[src/rtl/joypad_input_conditioner_if.sv]
// joypad_input_conditioner_if: button bus between board pins and the conditioner.
// master drives raw levels and controls; slave returns the conditioned levels.
interface joypad_input_conditioner_if #(
  parameter int NBTN = 8
);
  logic [NBTN-1:0] btn_raw;
  logic            gate;
  logic [1:0]      socd_mode;
  logic [NBTN-1:0] turbo_mask;
  logic [NBTN-1:0] combo_mask;
  logic [NBTN-1:0] btn_clean;
  logic [NBTN-1:0] btn_out;
  logic [NBTN-1:0] press_evt;
  logic [NBTN-1:0] release_evt;
  logic            combo_fire;

  modport master (
    output btn_raw,
    output gate,
    output socd_mode,
    output turbo_mask,
    output combo_mask,
    input  btn_clean,
    input  btn_out,
    input  press_evt,
    input  release_evt,
    input  combo_fire
  );

  modport slave (
    input  btn_raw,
    input  gate,
    input  socd_mode,
    input  turbo_mask,
    input  combo_mask,
    output btn_clean,
    output btn_out,
    output press_evt,
    output release_evt,
    output combo_fire
  );
endinterface

[src/rtl/joypad_input_conditioner.sv]
// joypad_input_conditioner: sync, debounce, gate, SOCD, turbo, combo detect.
// Turbo prescaler/phase exist only when JOY_TURBO_EN is defined.
module joypad_input_conditioner #(
  parameter int NBTN       = 8,
  parameter int DEB_LEN    = 15,
  parameter int CW         = 24,
  parameter int COMBO_HOLD = 1000000,
  parameter int TURBO_DIV  = 18
) (
  input logic                       pclk,
  input logic                       reset_n,
  joypad_input_conditioner_if.slave jp
);

  localparam logic [7:0]    DEB_MAX = 8'(DEB_LEN - 1);
  localparam logic [CW-1:0] HOLD    = CW'(COMBO_HOLD);
  localparam logic [CW-1:0] C_ONE   = CW'(1);

  // history: bit1 = high member (DOWN/LEFT), bit0 = low member (UP/RIGHT)
  function automatic logic [1:0] hist_upd(
    input logic [1:0] h,
    input logic [1:0] pe
  );
    logic [1:0] r;
    if (&pe)       r = 2'b00;
    else if (pe[1]) r = 2'b10;
    else if (pe[0]) r = 2'b01;
    else           r = h;
    return r;
  endfunction

  function automatic logic [1:0] neutral(input logic [1:0] p);
    return (&p) ? 2'b00 : p;
  endfunction

  function automatic logic [1:0] last_wins(
    input logic [1:0] p,
    input logic [1:0] h
  );
    return (&p) ? h : p;
  endfunction

  logic [NBTN-1:0] meta_q;
  logic [NBTN-1:0] sync_q;
  logic [NBTN-1:0] deb_in;
  logic [7:0]      cnt_q [NBTN];
  logic [7:0]      cnt_d [NBTN];
  logic [NBTN-1:0] clean_q;
  logic [NBTN-1:0] clean_d;
  logic [NBTN-1:0] press_q;
  logic [NBTN-1:0] release_q;

  logic [1:0]      vhist_q;
  logic [1:0]      vhist_d;
  logic [1:0]      hhist_q;
  logic [1:0]      hhist_d;
  logic [NBTN-1:0] socd_q;
  logic [NBTN-1:0] socd_d;
  logic [1:0]      vn;
  logic [1:0]      hn;
  logic [1:0]      vb;
  logic [1:0]      hb;
  logic [NBTN-1:0] out_q;

  logic [NBTN-1:0] cmask_q;
  logic [CW-1:0]   ccnt_q;
  logic [CW-1:0]   ccnt_d;
  logic            chit;
  logic            cfire_q;
  logic            cfire_d;

  // two-flop synchroniser for the asynchronous pins
  always_ff @(posedge pclk or negedge reset_n) begin
    if (!reset_n) begin
      meta_q <= '0;
      sync_q <= '0;
    end else begin
      meta_q <= jp.btn_raw;
      sync_q <= meta_q;
    end
  end

  assign deb_in = sync_q & {NBTN{jp.gate}};

  // per-bit run-length debounce; same rule for press and release
  always_comb begin
    clean_d = clean_q;
    for (int i = 0; i < NBTN; i++) begin
      cnt_d[i] = 8'd0;
      if (deb_in[i] != clean_q[i]) begin
        if (cnt_q[i] == DEB_MAX) clean_d[i] = deb_in[i];
        else cnt_d[i] = cnt_q[i] + 8'd1;
      end
    end
  end

  // debounced level, counters and edge pulses
  always_ff @(posedge pclk or negedge reset_n) begin
    if (!reset_n) begin
      clean_q   <= '0;
      press_q   <= '0;
      release_q <= '0;
      for (int i = 0; i < NBTN; i++) cnt_q[i] <= 8'd0;
    end else begin
      clean_q   <= clean_d;
      press_q   <= clean_d & ~clean_q;
      release_q <= ~clean_d & clean_q;
      for (int i = 0; i < NBTN; i++) cnt_q[i] <= cnt_d[i];
    end
  end

  // newest press per axis; updated every mode so switching keeps history
  always_comb begin
    vhist_d = hist_upd(vhist_q, press_q[7:6]);
    hhist_d = hist_upd(hhist_q, press_q[5:4]);
  end

  // SOCD resolution of the D-pad; face buttons pass through
  always_comb begin
    socd_d = clean_q;
    vn     = neutral(clean_q[7:6]);
    hn     = neutral(clean_q[5:4]);
    vb     = 2'b00;
    hb     = 2'b00;
    unique case (jp.socd_mode)
      2'b00: socd_d = clean_q;
      2'b01: socd_d[7:4] = {vn, hn};
      2'b10: begin
        socd_d[7:6] = last_wins(clean_q[7:6], vhist_d);
        socd_d[5:4] = last_wins(clean_q[5:4], hhist_d);
      end
      2'b11: begin
        // held axis keeps priority; vertical wins a tie from idle
        vb = (|socd_q[5:4]) ? 2'b00 : vn;
        hb = ((|socd_q[7:6]) || (|vb)) ? 2'b00 : hn;
        socd_d[7:4] = {vb, hb};
      end
    endcase
  end

  // SOCD output and last-wins history registers
  always_ff @(posedge pclk or negedge reset_n) begin
    if (!reset_n) begin
      socd_q  <= '0;
      vhist_q <= 2'b00;
      hhist_q <= 2'b00;
    end else begin
      socd_q  <= socd_d;
      vhist_q <= vhist_d;
      hhist_q <= hhist_d;
    end
  end

`ifdef JOY_TURBO_EN
  localparam logic [TURBO_DIV-1:0] P_ONE = TURBO_DIV'(1);

  logic [TURBO_DIV-1:0] pre_q;
  logic                 phase_q;

  // free-running prescaler; a turbo press restarts it in the on phase
  always_ff @(posedge pclk or negedge reset_n) begin
    if (!reset_n) begin
      pre_q   <= '0;
      phase_q <= 1'b1;
    end else if (|(press_q & jp.turbo_mask)) begin
      pre_q   <= '0;
      phase_q <= 1'b1;
    end else begin
      pre_q <= pre_q + P_ONE;
      if (&pre_q) phase_q <= ~phase_q;
    end
  end

  // final output: turbo-masked bits chopped by the phase
  always_ff @(posedge pclk or negedge reset_n) begin
    if (!reset_n) out_q <= '0;
    else out_q <= socd_q & (~jp.turbo_mask | {NBTN{phase_q}});
  end
`else
  logic unused_turbo;
  assign unused_turbo = ^{jp.turbo_mask, TURBO_DIV[0]};

  // final output: SOCD level delayed once so latency matches turbo build
  always_ff @(posedge pclk or negedge reset_n) begin
    if (!reset_n) out_q <= '0;
    else out_q <= socd_q;
  end
`endif

  // combo hit on ungated bits; counter saturates, fires once on arrival
  always_comb begin
    chit    = (|jp.combo_mask) &&
              ((sync_q & jp.combo_mask) == jp.combo_mask);
    ccnt_d  = ccnt_q;
    cfire_d = 1'b0;
    if (!chit || (jp.combo_mask != cmask_q)) begin
      ccnt_d = '0;
    end else if (ccnt_q != HOLD) begin
      ccnt_d  = ccnt_q + C_ONE;
      cfire_d = (ccnt_d == HOLD);
    end
  end

  // combo counter, mask history and fire pulse
  always_ff @(posedge pclk or negedge reset_n) begin
    if (!reset_n) begin
      ccnt_q  <= '0;
      cmask_q <= '0;
      cfire_q <= 1'b0;
    end else begin
      ccnt_q  <= ccnt_d;
      cmask_q <= jp.combo_mask;
      cfire_q <= cfire_d;
    end
  end

  assign jp.btn_clean   = clean_q;
  assign jp.btn_out     = out_q;
  assign jp.press_evt   = press_q;
  assign jp.release_evt = release_q;
  assign jp.combo_fire  = cfire_q;

endmodule

[src/flat_wrapper.sv]
// flat-port wrapper written by rule: the top's interface ports become plain ports
module joypad_input_conditioner_flat 
#(
  parameter int NBTN       = 8,
  parameter int DEB_LEN    = 15,
  parameter int CW         = 24,
  parameter int COMBO_HOLD = 1000000,
  parameter int TURBO_DIV  = 18
)
  (pclk, reset_n, jp_btn_raw, jp_gate, jp_socd_mode, jp_turbo_mask, jp_combo_mask, jp_btn_clean, jp_btn_out, jp_press_evt, jp_release_evt, jp_combo_fire);
  joypad_input_conditioner_if #(.NBTN(NBTN)) jp_i ();
  input logic pclk;
  input logic reset_n;
  input wire logic [$bits(jp_i.btn_raw)-1:0] jp_btn_raw;
  input wire logic [$bits(jp_i.gate)-1:0] jp_gate;
  input wire logic [$bits(jp_i.socd_mode)-1:0] jp_socd_mode;
  input wire logic [$bits(jp_i.turbo_mask)-1:0] jp_turbo_mask;
  input wire logic [$bits(jp_i.combo_mask)-1:0] jp_combo_mask;
  output wire logic [$bits(jp_i.btn_clean)-1:0] jp_btn_clean;
  output wire logic [$bits(jp_i.btn_out)-1:0] jp_btn_out;
  output wire logic [$bits(jp_i.press_evt)-1:0] jp_press_evt;
  output wire logic [$bits(jp_i.release_evt)-1:0] jp_release_evt;
  output wire logic [$bits(jp_i.combo_fire)-1:0] jp_combo_fire;
  assign jp_i.btn_raw = jp_btn_raw;
  assign jp_i.gate = jp_gate;
  assign jp_i.socd_mode = jp_socd_mode;
  assign jp_i.turbo_mask = jp_turbo_mask;
  assign jp_i.combo_mask = jp_combo_mask;
  assign jp_btn_clean = jp_i.btn_clean;
  assign jp_btn_out = jp_i.btn_out;
  assign jp_press_evt = jp_i.press_evt;
  assign jp_release_evt = jp_i.release_evt;
  assign jp_combo_fire = jp_i.combo_fire;
  joypad_input_conditioner #(.NBTN(NBTN), .DEB_LEN(DEB_LEN), .CW(CW), .COMBO_HOLD(COMBO_HOLD), .TURBO_DIV(TURBO_DIV)) u_core (.pclk(pclk), .reset_n(reset_n), .jp(jp_i));
endmodule
[config.mk]
export PLATFORM = sky130hd
export DESIGN_NAME = joypad_input_conditioner_flat
export DESIGN_NICKNAME = d
export VERILOG_FILES = /design/src/rtl/joypad_input_conditioner_if.sv /design/src/rtl/joypad_input_conditioner.sv /design/src/flat_wrapper.sv
export SDC_FILE = /design/constraint.sdc
export NUM_CORES = 1
export LEC_CHECK = 0
export ABC_AREA = 1
export CAP_MARGIN = 10
export CORE_UTILIZATION = 30
export DETAILED_ROUTE_END_ITERATION = 10
export DONT_BUFFER_PORTS = 1
export SETUP_SLACK_MARGIN = 0.05
export SYNTH_ARGS = -nofsm -noshare
export SYNTH_HDL_FRONTEND = slang
export SYNTH_SLANG_ARGS = --single-unit
[constraint.sdc]
create_clock -name pclk -period 1.51 [get_ports pclk]
set_input_delay 0.2265 -clock pclk [delete_from_list [all_inputs] [get_ports pclk]]
set_output_delay 0.2265 -clock pclk [all_outputs]
set_load 0.02 [all_outputs]
; Word-level counts from Yosys, hierarchy flattened
; Cells that the tools add are included.
[op_classes]
add_sub_neg = 9
mux = 49
n_reduce_logical = 14
n_eq_ne = 23
bitwise = 6
[op_table]
columns = cell, n
row1 = 2-to-1 mux 8 bit, 16
row2 = adder 8 x 1 -> 8 bit (second input constant), 8
row3 = == test 8 x 4 -> 1 bit (second input constant), 8
row4 = 2-to-1 mux 24 bit, 2
row5 = bitwise AND 8 bit, 4
row6 = adder 24 x 1 -> 24 bit (second input constant), 1
row7 = == test 24 x 20 -> 1 bit (second input constant), 1
row8 = 2-to-1 mux 2 bit, 12
row9 = != test 24 x 20 -> 1 bit (second input constant), 1
row10 = 2-to-1 mux 1 bit, 18
row11 = inverter 8 bit, 2
row12 = case mux 4 bit (4 select lines), 1
row13 = == test 8 bit, 1
row14 = != test 1 bit, 8
row15 = != test 8 bit, 1
row16 = AND reduction 2 bit, 4
row17 = OR reduction 8 bit, 1
row18 = OR reduction 2 bit, 3
row19 = == test 2 bit (second input constant), 2
row20 = == test 2 x 1 -> 1 bit (second input constant), 1
row21 = zero test 2 bit, 1
row22 = logical OR 1 bit, 2
row23 = nonzero test 2 bit, 1
row24 = logical AND 1 bit, 1
row25 = zero test 1 bit, 1
[totals]
inputBits = 29
reg_bits = 157

; Longest topological paths before layout
; Gate-level depths: netlist of the first run.
[logic_depth]
depth_word = 7
ltp_mapped = 12
ltp_nobuf = 12

; Worst setup path after synthesis of the first run
; OpenSTA, ideal clock, no wires.
[synth_timing]
kind = reg2reg
from = register u_core.ccnt_q[0]
to = register u_core.ccnt_q[0]
synth_period_minus_slack_ns = 1.543
t_required_ns = 1.448
path_slack_ns = -0.033
path_stages_with_launch = 11
arrival_time_ns = 1.480
cell_sequence = dfrtp_1 inv_1 ha_1 nand3_1 nor2_1 nand3_1 buf_2 or2_1 nand2_1 nand2_1 inv_1
[synth_between]
elab_chain_len = 3
word_cells_on_any_way = 5
[synth_lines]
columns = element, line
row1 = "start, declared", joypad_input_conditioner.sv:66  ; logic [CW-1:0] ccnt_q;
row2 = "start signal, assigned", joypad_input_conditioner.sv:211  ; ccnt_q <= ccnt_d;
row3 = adder 24 x 1 -> 24 bit, joypad_input_conditioner.sv:199  ; ccnt_d = ccnt_q + C_ONE;
row4 = 2-to-1 mux 24 bit, joypad_input_conditioner.sv:198  ; end else if (ccnt_q != HOLD) begin
row5 = 2-to-1 mux 24 bit, joypad_input_conditioner.sv:196  ; if (!chit || (jp.combo_mask != cmask_q)) begin
; Several ways; a longest one is shown, not always the timed one. The select of a mux whose other input is x is not followed.
; A chain may end at the register's enable or synchronous reset.

; Worst setup path in the final report of the first run
[layout_timing]
from = register u_core.ccnt_q[1]
to = register u_core.cfire_q (netlist: u_core.jp.combo_fire)
[layout_between]
elab_chain_len = 4
word_cells_on_any_way = 5
[layout_lines]
columns = element, line
row1 = adder 24 x 1 -> 24 bit, joypad_input_conditioner.sv:199
row2 = == test 24 x 20 -> 1 bit, joypad_input_conditioner.sv:200  ; cfire_d = (ccnt_d == HOLD);
row3 = 2-to-1 mux 1 bit (*), joypad_input_conditioner.sv:198
row4 = 2-to-1 mux 1 bit (*), joypad_input_conditioner.sv:196
row5 = via u_core.cfire_d, joypad_input_conditioner.sv:70  ; logic cfire_d;
row6 = "end signal, assigned", joypad_input_conditioner.sv:213  ; cfire_q <= cfire_d;
row7 = "end, declared", joypad_input_conditioner.sv:69  ; logic cfire_q;
; The timed path passes the listed nets; every way through them passes the cells marked *.

==> results of run 1 <==
[cell type report]
cell class	count	area share, %
Inverter	125	5.11
Timing Repair Buffer	94	8.58
Clock inverter	14	1.61
Clock buffer	18	4.78
Sequential cell	157	42.8
Multi-Input combinational cell	567	32.8
Tap cell	319	4.35
[worst reg2reg max path, delay by kind of cell, from the launching register on]
family,cells,cell delay (ps)
AND/OR/NAND/NOR,7,720
AO/OA/AOI/OAI,1,200
adder cells (fa/ha/maj),1,160
flip-flops,1,390
buffers and inverters,1,120
[synth_stat cells, types with 10 or more instances]
library cell / n / share of area [%]
nand4_1: 20 / 1.7
nand2_1: 169 / 8.8
xnor2_1: 10 / 1.2
ha_1: 19 / 3.3
o21ai_0: 27 / 1.9
dfrtp_1: 157 / 55
xor2_1: 11 / 1.3
nand3_1: 39 / 2.7
nor2_1: 152 / 7.9
inv_1: 125 / 6.5
a21oi_1: 34 / 2.4
nor3_1: 50 / 3.5
[through the flow]
step,instances,setup WS (ps)
5_1_grt,1294,-299
3_5_place_dp,1236,-236
2_1_floorplan,856,21.2
4_1_cts,1291,-127
6_report,1294,-155
3_3_place_gp,1236,-227
[power by group through the flow]
| stage | sequential, mW | combinational [mW] | clock (mW) |
|---|---|---|---|
| 6_report | 5.50 | 1.63 | 4.27 |
| 5_1_grt | 5.61 | 1.92 | 4.56 |
| 4_1_cts | 5.51 | 1.62 | 4.39 |
| 3_5_place_dp | 5.58 | 1.55 | 0 |
| 3_3_place_gp | 5.56 | 1.52 | 0 |
| 2_1_floorplan | 5.50 | 1.22 | 0 |
[metal layers]
| layer | vias to the layer above | track usage [%] | routed length (um) |
|---|---|---|---|
| met5 | - | 0 | 0 |
| met4 | 0 | 5.14 | 312 |
| met3 | 22 | 3.28 | 629 |
| met2 | 87 | 22.7 | 7550 |
| met1 | 2695 | 18.0 | 7580 |
| li1 | 2917 | - | - |
[final timing paths]
kind,start,to,slack (ps),depth (start not counted)
max,u_core.ccnt_q[1],u_core.jp.combo_fire,-150,10
min,reset_n,u_core.jp.press_evt[3],-500,0
max reg2reg,u_core.ccnt_q[1],u_core.jp.combo_fire,-150,10
min reg2reg,u_core.socd_q[1],u_core.jp.btn_out[1],350,0
max in group asynchronous,reset_n,u_core.socd_q[1],1670,0
min in group pclk,jp_socd_mode[1],u_core.socd_q[7],30,3
[cells in the final DEF, fill, tap and decap left out, drive strengths merged, types with 17 or more instances in the layout]
| cell | instances |
|---|---|
| nand2 | 173 |
| nor2 | 160 |
| dfrtp | 157 |
| inv | 132 |
| buf | 76 |
| nor3 | 50 |
| nand3 | 40 |
| a21oi | 34 |
| o21ai | 31 |
| nand4 | 20 |
| ha | 19 |
| clkbuf | 18 |
| dlygate4sd3 | 17 |
[flip-flops by register name (all words and copies together), names as in the netlist]
name and cells:
u_core.jp.release_evt 8, u_core.jp.btn_out 8, u_core.hhist_q 2, u_core.vhist_q 2, u_core.socd_q 8, u_core.meta_q 8, u_core.ccnt_q 24, u_core.cnt_q 64
u_core.jp.combo_fire 1, u_core.cmask_q 8, u_core.jp.btn_clean 8, u_core.sync_q 8, u_core.jp.press_evt 8
[kinds of logic after synthesis]
family | Yosys count
flops | 157
buf+inv | 132
simple gates | 453
fa+ha+maj | 19
xor+xnor | 21
compound gates | 74
[timing repair]
action	in CTS	in global routing
endpoints found under the setup margin	38	79
setup buffers	5	3
pin swaps	19	9
endpoints found under the hold margin	181	157
gates resized for setup	36	31
==> metrics.md, run 1 <==
| Metric | Value |
|---|---|
| Syn Nets | `~900` |
| Synth cell types | `30` |
| Gate Count Post-Synth | `856` |
| Root Buffer | `clkbuf_16` |
| I/O Buffers | `0` |
| Antenna Cells | `0` |
| Reg power frac | `48.3%` |
| CTS tree | `built` |
| XOR/XNOR Fraction of Synth Area | `under 10%` |
| RSZ-0062 raised after global routing | `yes` |
| Post-DR vias/cell | `between 4 and 5` |
| Tmin final | `approximately 1700 ps` |
| Final wirelength | `16.1 mm` |
| Internal | `roughly 7.9 mW` |
| H-tree depth | `4` |
| Global-route wire length before repair | `approximately 27 mm` |
| Die area | `between 20000 and 25000 um^2` |
| Max Cap Violations | `0` |
| Endpoints failing hold | `157` |
| Core ar. | `between 20000 and 25000 um^2` |
| HPWL after detailed placement | `approximately 11 mm` |
| DR pass1 iterations | `5` |
| Post-Syn Area | `approximately 7200 um^2` |
| Final setup viols | `10` |
| WL/cell | `around 12 um` |
| Ratio of cells with drive above 1 in the final layout | `around 18%` |
| WHS | `-497 ps` |
| I/O Pins | `62` |
| Post-synthesis simple-gate area fraction | `a little over a quarter` |
| Rows | `56` |
| Worst path buffer plus inverter count | `1` |
| Comb pwr share | `14.3%` |
| Largest family of logic cells by synthesized area | `simple AND/OR/NAND/NOR gates` |
| CP Capture Type | `flop` |
| TritonCTS buffer count | `17` |
| Worst EP required | `roughly 1900 ps` |
| Nets | `between 1000 and 1500` |
| Number of vias in the routed layout | `about 5700` |
| Least-Margin Pin Slew | `around 380 ps` |
| Seq/Total Area, Yosys | `about 55%` |
| Area taken by flip-flops and latches | `between 3000 and 4000 um^2` |
| Fillers | `approximately 2400` |
| Final setup TNS | `-518 ps` |
| Max incr delay on CP | `390 ps` |
| Chip height | `157 um` |
| Post-synthesis mux area share | `0%` |
| Multi-input logic area | `about 3000 um^2` |
| Switching power | `about 3.5 mW` |
| Adder-cell share of the synthesized area | `3.30%` |
| # clock sinks | `between 150 and 200` |
| Die width | `157 um` |
| Max_slew headroom | `between 70 and 80%` |
| Largest net degree at the start of global routing | `between 150 and 200` |
| Max IR drop VDD | `0.000740 V` |
| Failing checks | `negative hold slack, negative setup slack` |
| CP delay by family, top | `simple AND/OR/NAND/NOR gates` |
| Crit Path Category | `reg2reg` |
| Gr usage total | `14.0%` |
| Starting Density | `between 30% and 40%` |
| Grt total ovfl | `0` |
| Vias in the first global route | `~5600` |
| CP max stage cell | `dfrtp_1` |
| Layout Area Growth over Synthesis | `27.4%` |
| Cts hold-fix bufs | `18` |
| CTS Buffer Depth | `2` |
| P per Cell Area | `1240 nW/um^2` |
| Post-synthesis compound-gate area fraction | `under 10%` |
| CTS clk-pin slew, worst paths | `approximately 70 ps` |
| EDFF count, synth | `0` |
| Yosys warns | `0` |
| Antenna-violating nets left | `0` |
| Synthesized area per cell | `between 8 and 9 um^2` |
| Power consumption | `about 11 mW` |
| Placed inst area | `around 8000 um^2` |
| Async set-reset flop share out of synthesis | `between 90% and 100%` |
| Clock Power Share | `between 30% and 40%` |
| CP Cell Sequence | `buf_6 -> ha_4 -> nand3_4 -> nor2_4 -> nand3_2 -> o21ai_1 -> nand2_1 -> nor2_2 -> nand3_1 -> nor2_1` |
| CP max FO | `4` |
| Initial antenna violation count | `1` |
| Net Sw Frac | `a little under a third` |
| Worst Hold Class | `in2async` |
| Latest clock arrival within the worst-skew pair | `about 430 ps` |
| #FFs+latches synth | `about 160` |
| Worst setup SP type | `flop` |
| Final Skew | `approximately 12 ps` |
| Max frequency | `601 MHz` |
| Fin crit share | `110%` |
| 1st-iter DRT viols | `approximately 320` |
| Number of remaining DRC errors | `0` |
| Design Area, Final | `9190 um^2` |
| P_leak | `4.11 nW` |
| Final Slew Violations | `0` |
| Dominant synthesized flop cell | `dfrtp_1` |
| Status | `finished with violations` |
| Worst Path Arrival | `roughly 2000 ps` |
| Utilization after layout | `about two fifths` |
| GPL Wtd Cong | `~0.87` |
| Final WS setup | `-155 ps` |
(Power assumes the default switching activity.)
==> inputs of run 2 (changes only) <==
- PLACE_DENSITY_LB_ADDON: not set -> 0.2
==> run 2 against run 1 <==
The run still ends with negative hold slack, negative setup slack left. Sequential share of layout area fell by 0.84 points. Fmax decreased by 2.4%. Highest routed layer unchanged. Critical path type unchanged. Clock power increased by 4%. Register-to-register slack worse by 40 ps. Count of clock-buffer cells in the layout down 1.
==> metrics.md, run 2 (synthesized netlist as in run 1, its figures left out) <==
| Metric | Value |
|---|---|
| Initial antenna violation count | `0 (-1)` |
| CP Capture Type | `flop` |
| CP Cell Sequence | `nand2_1 -> nor2_1 -> nand2_1 -> o21ai_1 -> nand2_1 -> nor2_1 -> nand2_1 -> nor2_1 -> nand2_1 -> nor2_1` |
| Root Buffer | `clkbuf_16` |
| CP max FO | `4 (unchanged)` |
| Switching power | `3.52 mW (+1.1%)` |
| Met2 Wirelength | `7.32 mm (-3.2%)` |
| Met3 routed wirelength | `463 um (-26%)` |
| Failing checks | `negative hold slack, negative setup slack` |
| FF-to-FF path depth | `10 (unchanged)` |
| RSZ-0062 raised after global routing | `yes` |
| Net Sw Frac | `30.3% (-0.29 points)` |
| Latest clock arrival within the worst-skew pair | `430 ps (about the same)` |
| Crit Path Category | `reg2reg` |
| Largest net degree at the start of global routing | `158 (unchanged)` |
| Largest register FFs | `64 (unchanged)` |
| Post-DR vias/cell | `4.29 (-2.9%)` |
| Worst setup SP type | `flop` |
| CTS Buffer Depth | `2 (unchanged)` |
| Number of vias in the routed layout | `5626 (-1.7%)` |
| Fin crit share | `113% (+2.7 points)` |
| H-tree depth | `4 (unchanged)` |
| I/O Buffers | `0 (unchanged)` |
| Internal | `8.12 mW (+2.5%)` |
| Clock Power Share | `38.3% (+0.9 points)` |
| Gr usage total | `14.1% (+0.10 points)` |
| 1st-iter DRT viols | `287 (-10%)` |
| P per Cell Area | `1240 nW/um^2 (about the same)` |
| Status | `finished with violations` |
| Antenna Cells | `0 (unchanged)` |
| Vias in the first global route | `5440 (-3.2%)` |
| Final setup viols | `25 (+15)` |
| Finished Layout Cells | `1310 (+1.2%)` |
| Tmin final | `1700 ps (+40.4 ps)` |
| Least-Margin Pin Slew | `321 ps (-55.0 ps)` |
| Nets | `1026 (+1.6%)` |
| Placed cells | `1250 (+1.1%)` |
| Core ar. | `23500 um^2 (unchanged)` |
| DR pass1 iterations | `4 (-1)` |
| # clock sinks | `157 (unchanged)` |
| Die area | `24600 um^2 (unchanged)` |
| Utilization after layout | `39.8% (+0.80 points)` |
| I/O Pins | `62 (unchanged)` |
| P_leak | `4.20 nW (+2.3%)` |
| Max_slew headroom | `78.5% (+3.5 points)` |
| WHS | `-511 ps (-13.4 ps)` |
| Worst EP required | `1870 ps (about the same)` |
| Starting Density | `30.6% (unchanged)` |
| HPWL after detailed placement | `11.2 mm (+1.6%)` |
| WL/cell | `12.2 um (-2.0%)` |
| GPL Wtd Cong | `0.817 (-6.5%)` |
| Crit path depth | `10 (unchanged)` |
| Rows | `56 (unchanged)` |
| Max Used Layer | `met4` |
| Worst path buffer plus inverter count | `0 (-1)` |
| Final wirelength | `15.9 mm (-0.80%)` |
| Power consumption | `11.6 mW (+2.1%)` |
| Final WS setup | `-195 ps (-40.4 ps)` |
| Biggest register | `u_core.cnt_q` |
| Final Skew | `11.3 ps (-0.481 ps)` |
| Max IR drop VDD | `0.000593 V (-20%)` |
| Biggest registers after layout | `u_core.cnt_q x64, u_core.ccnt_q x24` |
| Worst Path Arrival | `2070 ps (+50 ps)` |
| Worst Hold Class | `in2async` |
| TritonCTS buffer count | `17 (unchanged)` |
| CTS clk-pin slew, worst paths | `70 ps (about the same)` |
| Max incr delay on CP | `450 ps (+60 ps)` |
| Die width | `157 um (unchanged)` |
| Most used cell, CP | `nand2_1` |
| Endpoints failing hold | `157 (unchanged)` |
| Cts hold-fix bufs | `19 (+1)` |
| Comb pwr share | `14.5% (+0.2 points)` |
| Max frequency | `587 MHz (-2.4%)` |
| Max Cap Violations | `0 (unchanged)` |
| Most frequent cells in the layout | `nand2_1, dfrtp_1, nor2_1` |
| Met1 WL | `7.88 mm (+4.0%)` |
| Antenna-violating nets left | `0 (unchanged)` |
| CP max stage cell | `dfrtp_1` |
| Reg power frac | `47.1% (-1.2 points)` |
| Final Slew Violations | `0 (unchanged)` |
| Layout Area Growth over Synthesis | `30.1%` |
| Most common cell after layout, fill and taps aside | `nand2_1` |
| Chip height | `157 um (unchanged)` |
| Ratio of cells with drive above 1 in the final layout | `19.4% (+1.8 points)` |
| CTS tree | `built` |
| Global-route wire length before repair | `26.7 mm (-1.3%)` |
| Grt total ovfl | `0 (unchanged)` |
| CP delay by family, top | `simple AND/OR/NAND/NOR gates` |
| Number of remaining DRC errors | `0 (unchanged)` |
## run 2: what timing repair did
action / CTS / global route
gates resized for setup: 36 / 38
pin swaps: 20 / 17
cloned: 0 / 0
endpoints found under the hold margin: 179 / 157
endpoints found under the setup margin: 28 / 77
setup buffers: 7 / 4
## run 2: cell type report
| class | count | area [um^2] |
|---|---|---|
| Sequential cell | 157 | 3930 |
| Inverter | 125 | 472 |
| Multi-Input combinational cell | 567 | 3040 |
| Timing Repair Buffer | 110 | 912 |
| Clock inverter | 15 | 190 |
| Tap cell | 319 | 399 |
| Fill cell | 2377 | 14200 |
| Clock buffer | 17 | 425 |
## run 2: worst reg2reg max path, delay by kind of cell, from the launching register on
| kind | cells | cell delay (ps) |
|---|---|---|
| AO/OA/AOI/OAI | 1 | 200 |
| flip-flops | 1 | 450 |
| AND/OR/NAND/NOR | 9 | 1000 |
## run 2: power groups by stage
stage	combinational, mW	sequential (mW)	clock [mW]
3_5_place_dp	1.62	5.57	0
5_1_grt	1.98	5.60	4.79
6_report	1.69	5.49	4.46
4_1_cts	1.67	5.50	4.63
2_1_floorplan	1.22	5.50	0
3_3_place_gp	1.60	5.56	0
## run 2: path summary, 6_finish.rpt
check	from	to	slack (ps)
max	u_core.ccnt_q[2]	u_core.jp.combo_fire	-190
min	reset_n	u_core.cnt_q[0]	-510
max reg2reg	u_core.ccnt_q[2]	u_core.jp.combo_fire	-190
min reg2reg	u_core.meta_q[2]	u_core.sync_q[2]	350
max in group asynchronous	reset_n	u_core.ccnt_q[1]	1820
min in group pclk	jp_gate	u_core.jp.release_evt[2]	20
## run 2: layer usage
metal,vias up,GRT usage [%]
li1,2954,-
met1,2596,18.8
met2,55,22.0
met3,21,3.03
met4,0,5.79
met5,-,0
## run 2: per-stage QoR
stage                     instance area (um^2)  setup TNS (ps)  worst slack (ps)
after floorplan                           7230               0              21.2
after CTS                                 9180            -899              -173
final                                     9370           -2590              -195
after global placement                    8190           -1470              -243
after detailed placement                  8190           -1510              -253
after global routing                      9370           -4260              -299
